[src/rtl/game_pkg.sv]
// Shared game types: top-level state, sound-effect ids and the BCD score width.
// Also used by the UI overlay and the sound unit.
package game_pkg;

  // Width of the three-digit BCD score.
  localparam int BCD_W = 12;

  // Highest value a three-digit BCD score can hold.
  localparam logic [BCD_W-1:0] BCD_MAX = 12'h999;

  typedef enum logic [1:0] {
    MENU    = 2'd0,
    PLAYING = 2'd1,
    DEAD    = 2'd2,
    WIN     = 2'd3
  } state_t;

  typedef enum logic [1:0] {
    UI_PRESS    = 2'd0,
    NEXTLEVEL   = 2'd1,
    CRASH       = 2'd2,
    CELEBRATION = 2'd3
  } sound_t;

endpackage

[src/rtl/game_ctrl_bcd_add_sat.sv]
// Combinational three-digit BCD adder. Each digit carries decimally; a carry
// out of the hundreds digit clamps the result to 999 so no A-F code can appear.
module bcd_add_sat
  import game_pkg::*;
(
  input  logic [BCD_W-1:0] score,
  input  logic [BCD_W-1:0] addend,
  output logic [BCD_W-1:0] sum
);

  logic [BCD_W-1:0] sum_raw;
  logic [4:0]       dsum;
  logic             carry;

  // Ripple the decimal carry digit by digit, then saturate on overflow.
  // NOTE: every variable written here gets a default first, so no path can leave one unassigned and infer a latch.
  always_comb begin
    sum_raw = '0;
    dsum    = '0;
    carry   = 1'b0;
    for (int i = 0; i < 3; i++) begin
      dsum = {1'b0, score[i*4 +: 4]} + {1'b0, addend[i*4 +: 4]} + {4'b0000, carry};
      if (dsum > 5'd9) begin
        dsum  = dsum - 5'd10;
        carry = 1'b1;
      end else begin
        carry = 1'b0;
      end
      sum_raw[i*4 +: 4] = dsum[3:0];
    end
    sum = carry ? BCD_MAX : sum_raw;
  end

endmodule

[src/rtl/game_ctrl.sv]
// Frogger game sequencer: MENU/PLAYING/DEAD/WIN state, BCD score, level
// counter, end-of-game hold timer and the sound-effect request register.
module game_ctrl
  import game_pkg::*;
#(
  parameter int               MAX_LEVEL   = 5,
  parameter int               HOLD_FRAMES = 60,
  parameter logic [BCD_W-1:0] GOAL_POINTS = 12'h010
) (
  input  logic             clk,
  input  logic             rst_n,
  input  logic             frame_tick,
  input  logic             any_key,
  input  logic             hop,
  input  logic             collision,
  input  logic             goal,
  input  logic             sound_ack,
  output logic [1:0]       state,
  output logic [BCD_W-1:0] score_bcd,
  output logic [3:0]       level,
  output logic             sound_req,
  output logic [1:0]       sound_id
);

  localparam int HW = $clog2(HOLD_FRAMES + 1);

  state_t           state_q, state_d;
  logic [BCD_W-1:0] score_q, score_d;
  logic [3:0]       level_q, level_d;
  logic [HW-1:0]    hold_q,  hold_d;
  logic             req_q,   req_d;
  sound_t           id_q,    id_d;
  logic             key_prev;
  logic             key_rise;
  logic             raise;
  sound_t           raise_id;
  logic [BCD_W-1:0] addend;
  logic [BCD_W-1:0] score_sum;

  assign key_rise = any_key & ~key_prev;

  // A goal scores GOAL_POINTS; otherwise the only scoring event is a hop.
  assign addend = goal ? GOAL_POINTS : 12'h001;

  bcd_add_sat u_add (
    .score  (score_q),
    .addend (addend),
    .sum    (score_sum)
  );

  // Key edge detector; starts high so a key held through reset is not a press.
  // NOTE: sequential state uses non-blocking assignments so all registers update together at the edge.
  always_ff @(posedge clk or negedge rst_n) begin
    if (!rst_n) key_prev <= 1'b1;
    else        key_prev <= any_key;
  end

  // State, score, level, hold timer and sound request registers.
  always_ff @(posedge clk or negedge rst_n) begin
    if (!rst_n) begin
      state_q <= MENU;
      score_q <= '0;
      level_q <= '0;
      hold_q  <= '0;
      req_q   <= 1'b0;
      id_q    <= UI_PRESS;
    end else begin
      state_q <= state_d;
      score_q <= score_d;
      level_q <= level_d;
      hold_q  <= hold_d;
      req_q   <= req_d;
      id_q    <= id_d;
    end
  end

  // Next-state logic: game transitions, scoring and sound raises.
  always_comb begin
    state_d  = state_q;
    score_d  = score_q;
    level_d  = level_q;
    hold_d   = hold_q;
    req_d    = req_q & ~sound_ack;
    id_d     = id_q;
    raise    = 1'b0;
    raise_id = UI_PRESS;

    case (state_q)
      MENU: begin
        if (key_rise) begin
          state_d  = PLAYING;
          score_d  = '0;
          level_d  = 4'd1;
          raise    = 1'b1;
          raise_id = UI_PRESS;
        end
      end
      PLAYING: begin
        // Only the highest-priority event of the cycle acts.
        if (collision) begin
          state_d  = DEAD;
          hold_d   = '0;
          raise    = 1'b1;
          raise_id = CRASH;
        end else if (goal) begin
          score_d = score_sum;
          raise   = 1'b1;
          if (level_q == MAX_LEVEL[3:0]) begin
            state_d  = WIN;
            hold_d   = '0;
            raise_id = CELEBRATION;
          end else begin
            level_d  = level_q + 4'd1;
            raise_id = NEXTLEVEL;
          end
        end else if (hop) begin
          score_d = score_sum;
        end
      end
      DEAD, WIN: begin
        if (frame_tick && (hold_q != HOLD_FRAMES[HW-1:0])) hold_d = hold_q + 1'b1;
        // The release check uses the count before this cycle's tick.
        if (key_rise && (hold_q == HOLD_FRAMES[HW-1:0])) begin
          state_d  = MENU;
          level_d  = '0;
          hold_d   = '0;
          raise    = 1'b1;
          raise_id = UI_PRESS;
        end
      end
      default: state_d = MENU;
    endcase

    // A new sound overrides both a pending request and a same-cycle ack.
    if (raise) begin
      req_d = 1'b1;
      id_d  = raise_id;
    end
  end

  assign state     = state_q;
  assign score_bcd = score_q;
  assign level     = level_q;
  assign sound_req = req_q;
  assign sound_id  = id_q;

endmodule

[config.mk]
export PLATFORM = sky130hd
export DESIGN_NAME = game_ctrl
export DESIGN_NICKNAME = d
export VERILOG_FILES = /design/src/rtl/game_pkg.sv /design/src/rtl/game_ctrl_bcd_add_sat.sv /design/src/rtl/game_ctrl.sv
export SDC_FILE = /design/constraint.sdc
export NUM_CORES = 1
export LEC_CHECK = 0
export BUFFER_PORTS_ARGS = -buffer_cell sky130_fd_sc_hd__buf_2
export CAP_MARGIN = 20
export CELL_PAD_IN_SITES_DETAIL_PLACEMENT = 2
export CELL_PAD_IN_SITES_GLOBAL_PLACEMENT = 2
export CORE_UTILIZATION = 30
export DETAILED_ROUTE_END_ITERATION = 12
export GPL_ROUTABILITY_DRIVEN = 0
export PLACE_DENSITY_LB_ADDON = 0.15
export SETUP_SLACK_MARGIN = 0.2
export SLEW_MARGIN = 5
export SYNTH_ARGS = -nofsm -noshare
export SYNTH_HDL_FRONTEND = slang
export SYNTH_SLANG_ARGS = --single-unit
[constraint.sdc]
create_clock -name clk -period 12.7 [get_ports clk]
set_input_delay 3.81 -clock clk [delete_from_list [all_inputs] [get_ports clk]]
set_output_delay 3.81 -clock clk [all_outputs]
set_load 0.02 [all_outputs]
* Word-level counts from Yosys, hierarchy flattened
Cells that the tools add are included.
** Word-level totals
- Output and inout port bits :: 21
- Register bits after elaboration :: 28
- Word-level logic and storage cells :: 91
- Input bits :: 8
** Operators by class
- Bitwise gates (word level) :: 4
- Add/subtract/negate cells :: 10
- Equal/unequal tests :: 15
- Mux-type cells :: 41
- Reductions and logical operators :: 11
- Magnitude comparators :: 3
** Operator list (number)
- 2-to-1 mux 12 bit :: 5
- 2-to-1 mux 4 bit :: 8
- 2-to-1 mux 6 bit :: 5
- case mux 12 bit (2 select lines) :: 1
- 2-to-1 mux 2 bit :: 8
- greater-than comparator 5 x 4 -> 1 bit, second input constant :: 3
- inequality test 3 bit, second input constant :: 4
- case mux 4 bit (3 select lines) :: 1
- case mux 6 bit (2 select lines) :: 1
- AND reduction 4 bit :: 3
- subtractor 4 bit, second input constant :: 3
- adder 5 x 1 -> 5 bit :: 2
- inequality test 2 bit, second input constant :: 5
- 2-to-1 mux 1 bit :: 8
- adder 6 x 1 -> 6 bit, second input constant :: 1
- == test 6 bit, second input constant :: 1
- inequality test 6 bit, second input constant :: 1
- case mux 2 bit (3 select lines) :: 1
- adder 4 x 1 -> 5 bit :: 1
- adder 4 x 1 -> 5 bit, second input constant :: 1
- adder 4 x 4 -> 5 bit :: 1
- 2-to-1 mux 5 bit :: 1
- AND reduction 5 bit :: 1
- adder 4 x 1 -> 4 bit, second input constant :: 1
- other kinds (12) :: 17

* Depth between registers and ports, before layout
- Depth after elaboration :: 15
- Depth in mapped cells :: 20
- Mapped depth without buffers :: 19

* Modules after synthesis
From an unflattened synthesis, not the netlist that was laid out.
** Unflattened totals
- Cell total of the unflattened synthesis :: 248
- Area total of the unflattened synthesis :: 2283.4 µm²
** Modules (own cells, without submodules)
- game_ctrl :: area an instance 1537.7 µm², seq. area each 701.9 µm², cells an instance 152, times used 1
- bcd_add_sat :: area an instance 745.7 µm², seq. area each 0.0 µm², cells an instance 96, times used 1

* Least setup slack after synthesis
No wires, ideal clock.
- Path kind :: input port to flip-flop
- Start :: input goal
- End :: register score_q[2], in the netlist score_bcd[2]
- Buffers on the path :: 1
- Stages :: 20
- Data arrival time :: 7.664 ns
- Slack :: 4.967 ns
- Setup time :: 0.069 ns
- Cell sequence :: inv_1 > ha_1 > ha_1 > nor2b_4 > a21oi_2 > a221o_1 > fa_1 > inv_1 > ha_1 > buf_2 > nand2b_1 > a21oi_1 > a311oi_2 > ha_1 > ha_1 > or2_0 > a21o_1 > a21o_1 > or3_1 > nand3_1
** On the way
- Word-level cells in the longest chain between the ends :: 15
- Elaborated cells on any way between the ends :: 20
- Those cells by class :: add/sub: 5; order compare: 3; eq/ne: 1; mux: 10; reduce/logical: 1
** Ends and longest elaborated chain
- from (decl) :: RTL line game_ctrl.sv:16 : input logic goal,
- 2-to-1 mux 5 bit :: RTL line game_ctrl.sv:43 : assign addend = goal ? GOAL_POINTS : 12'h001;
- adder 4 x 4 -> 5 bit :: RTL line game_ctrl_bcd_add_sat.sv:22 : dsum = {1'b0, score[i*4 +: 4]} + {1'b0, addend[i*4 +: 4]} + {4'b0000, carry};
- greater-than comparator 5 x 4 -> 1 bit :: RTL line game_ctrl_bcd_add_sat.sv:23 : if (dsum > 5'd9) begin
- 2-to-1 mux 1 bit :: RTL line game_ctrl_bcd_add_sat.sv:23
- adder 5 x 1 -> 5 bit :: RTL line game_ctrl_bcd_add_sat.sv:22
- greater-than comparator 5 x 4 -> 1 bit :: RTL line game_ctrl_bcd_add_sat.sv:23
- 2-to-1 mux 1 bit :: RTL line game_ctrl_bcd_add_sat.sv:23
- adder 5 x 1 -> 5 bit :: RTL line game_ctrl_bcd_add_sat.sv:22
- greater-than comparator 5 x 4 -> 1 bit :: RTL line game_ctrl_bcd_add_sat.sv:23
- 2-to-1 mux 1 bit :: RTL line game_ctrl_bcd_add_sat.sv:23
- 2-to-1 mux 12 bit :: RTL line game_ctrl_bcd_add_sat.sv:31 : sum = carry ? BCD_MAX : sum_raw;
- 2-to-1 mux 12 bit :: RTL line game_ctrl.sv:116 : end else if (hop) begin
- 2-to-1 mux 12 bit :: RTL line game_ctrl.sv:105 : end else if (goal) begin
- 2-to-1 mux 12 bit :: RTL line game_ctrl.sv:100 : if (collision) begin
- case mux 12 bit (2 select lines) :: RTL line game_ctrl.sv:88 : case (state_q)
- to (signal assigned) :: RTL line game_ctrl.sv:69 : score_q <= score_d;
- to (decl) :: RTL line game_ctrl.sv:28 : logic [BCD_W-1:0] score_q, score_d;
Several ways; a longest one is shown, not always the timed one. The select of a mux whose other input is x is not followed.
A chain may end at the register's enable or synchronous reset.

* Final worst setup path
Same ends and word-level chain as after synthesis.

==> results.md <==
- Outcome: completed
- Total gr overflow: 0
- Worst Setup SP: goal
- Pre-CTS WS: 4.30 ns
- Via density: 5.39
- Total routed wirelength: 5270 microns
- Reg2reg start: score_bcd[0]
- Post-CTS Resized: 0
- Port bufs: 28
- Number of synthesized register bits: 28
- RR Endpoint: score_bcd[2]
- Design Power: 0.000275 W
- Routed wl met2: 2630 microns
- Clk_skew: 0.00328 ns
- Synth Warn #: 0
- Hold crit path type: flop to flop
- Leakage: 1.01 nW
- CTS clk-pin slew, worst paths: 0.11 ns
- Largest net degree at the start of global routing: 29
- Unrepaired setup endpoints after global routing: false
- Arrival time at the worst endpoint: 8.31 ns
- Critical hold path startpoint: sound_id[1]
- Fmax: 124 MHz
- Vias: 1656
- Area Overhead vs Synth: 13.2%
- H-Tree Depth: 1
- Post-route DRC: 0
- Die extent in y: 81.8 microns
- Syn_nets: 228
- CTS tree: done
- Initial Utilization: 31.7%
- Count of cell types in the netlist: 56
- Number of placement rows: 28
- Share of layout cells above drive strength 1: 19.8%
- Slew Viols, Final: 0
- First-pass GRT wire length: 8830 microns
- Pwr dens: 127 mW/mm^2
- DIE AREA: 0.00670 sq mm
- Final Instance Area: 0.00216 sq mm
- CTS Hold Bufs: 0
- Tmin final: 8.09 ns
- Initial antenna violation count: 0
- Post-DP HPWL: 3980 microns
- Post-synth EDFFs: 0
- Drt wl/cell: 17.2 microns
- Final #Nets: 253
- CTS root buffer: clkbuf_8
- Slew margin rel.: 55.4%
- Crit share post-route: 63.7%
- Sequential area share after synthesis: 36.7%
- Crit Path Max Fanout: 8
- Max rail drop VDD: 0.0000601 V
- Setup TNS: 0 ns
- R2R depth: 18
- Antenna-violating nets left: 0
- Avg Cell Area, Syn: 9.19 sq um
- Reported max-cap violation count: 0
- DP Area: 0.00211 sq mm
- Pre-antenna DRT Iters: 3
- Initial DRC Count: 47
- M1 WL: 2480 microns
- GRT Total Usage: 17.4%
- Crit path required time: 12.92 ns
- Synthesized area: 0.00191 sq mm
- Vias in the first global route: 1738
- Critical path endpoint: score_bcd[2]
- Crit. End Element: flop
- Final setup fails: 0
- WS Path Type: input pin to flop
- Io pins: 29
- Final Hold Fails: 0
- Clk sinks: 28
- Ys flop type: dfrtp_1
- Reg2Reg Setup Slack: 7.99 ns
- Met3 wire length: 115 microns
- Core Util, Final: 35.9%
- Die Width: 81.8 microns
- CTS buffer count: 3
- Worst setup SP type: input pin
- Worst-Skew Late Latency: 0.28 ns
- Clock tree buffer depth: 2
- Post-synth ARST share: 100%
- Crit path setup slack, layout: 4.61 ns
- ANT cells: 0
- Uppermost layer routed: met4
- Core Region: 0.00603 sq mm
- Post-CTS setup buffer count: 0
- Worst-margin pin slew: 0.670 ns
- Syn Inst Count: 208
[metal layers]
| metal | track usage (%) | vias to the layer above |
|---|---|---|
| li1 | - | 797 |
| met1 | 21.5 | 835 |
| met2 | 31.8 | 20 |
| met3 | 1.78 | 4 |
| met4 | 4.21 | 0 |
| met5 | 0 | - |
[worst max-delay path, stage by stage]
cell      delay (ns)
buf_2           0.16
inv_1           0.10
ha_1            0.26
ha_1            0.30
nor2b_4         0.17
a21oi_2         0.04
a221o_1         0.42
fa_1            0.41
inv_1           0.07
ha_1            0.33
o21a_1          0.16
nor2_1          0.05
a311oi_2        0.37
ha_1            0.26
ha_1            0.27
or2_0           0.22
a21o_1          0.20
a21o_1          0.27
or3_1           0.35
nand3_1         0.10
[per-stage QoR]
stage          instances  hold WS (ns)
2_1_floorplan        208         0.541
4_1_cts              307         0.497
3_3_place_gp         303         0.463
3_5_place_dp         303         0.469
5_1_grt              307         0.524
6_report             307         0.490
[Yosys cell counts, types with 2 or more instances]
library cell | instances | area (sq um)
a311oi_2 | 2 | 30.0
o21ai_0 | 15 | 75.1
xnor2_1 | 7 | 61.3
and2_1 | 2 | 12.5
nand3_1 | 9 | 45.0
nand4_1 | 2 | 12.5
a31oi_1 | 2 | 12.5
nor3b_1 | 2 | 15.0
nor3_1 | 2 | 10.0
dfrtp_1 | 27 | 676
a311oi_1 | 3 | 26.3
clkbuf_1 | 3 | 11.3
o31ai_1 | 2 | 15.0
nand2_1 | 19 | 71.3
nor2b_1 | 3 | 18.8
nor2_1 | 7 | 26.3
and2b_1 | 2 | 15.0
buf_2 | 5 | 25.0
a21oi_1 | 10 | 50.1
o22ai_1 | 4 | 25.0
or3_1 | 3 | 18.8
o21ai_1 | 2 | 10.0
nand2b_1 | 3 | 18.8
a21o_1 | 12 | 90.1
inv_1 | 17 | 63.8
o211ai_1 | 3 | 22.5
ha_1 | 11 | 138
[final cells by class]
| type | instances | area (sq um) |
|---|---|---|
| fillers | 723 | 3860 |
| multi-input cells | 155 | 1110 |
| flip-flops and latches | 28 | 702 |
| clock buffers | 4 | 55.1 |
| well taps | 75 | 93.8 |
| repair buffers | 28 | 140 |
| inverters | 17 | 63.8 |
[where the power goes]
| part | internal [W] | total [W] | switching (W) |
|---|---|---|---|
| combinational | 0.0000362 | 0.0000878 | 0.0000517 |
| sequential | 0.000105 | 0.000128 | 0.0000229 |
| clock | 0.0000279 | 0.0000588 | 0.0000309 |
[worst min-delay path by stage]
stage | slack, ns | endpoint | cells past startpoint
2_1_floorplan | 0.54 | hold_q[4] | 3
3_3_place_gp | 0.46 | sound_id[1] | 1
3_5_place_dp | 0.47 | sound_id[1] | 1
4_1_cts | 0.50 | sound_id[1] | 1
5_1_grt | 0.52 | sound_id[1] | 1
6_report | 0.49 | sound_id[1] | 1
[logic make-up (layout without fill, tap and decap cells)]
kind of cell	count (synthesis)	in the layout	synth area share [%]
muxes	1	1	1.18
adders and majority gates	12	12	8.25
DFF	28	28	36.7
buffers and inverters	25	49	5.24
AOI/OAI and AO/OA	70	70	26.1
xor gates and xnor gates	7	7	3.21
and+or+nand+nor	65	65	19.3
[flip-flops by register name (all words and copies together), names as in the netlist]
name	count
score_bcd	12
hold_q	6
level	4
sound_id	2
state	2
key_prev	1
sound_req	1
[cells in the final DEF, fill, tap and decap left out, types with 2 or more instances in the layout]
cell and instances:
nand2b_1 3, xnor2_1 7, a311oi_2 2, nand4_1 2, inv_1 17, dfrtp_1 27
and2_1 2, and2b_1 2, a21oi_1 10, or3_1 3, nor3b_1 2, a21o_1 12
nor2_1 7, ha_1 11, o31ai_1 2, nor3_1 2, nor2b_1 3, o22ai_1 4
nand3_1 9, clkbuf_8 4, o21ai_1 2, a31oi_1 2, buf_2 28, nand2_1 19
o21ai_0 15, a311oi_1 3, o211ai_1 3
No activity file was read; power rests on OpenSTA's default activity.
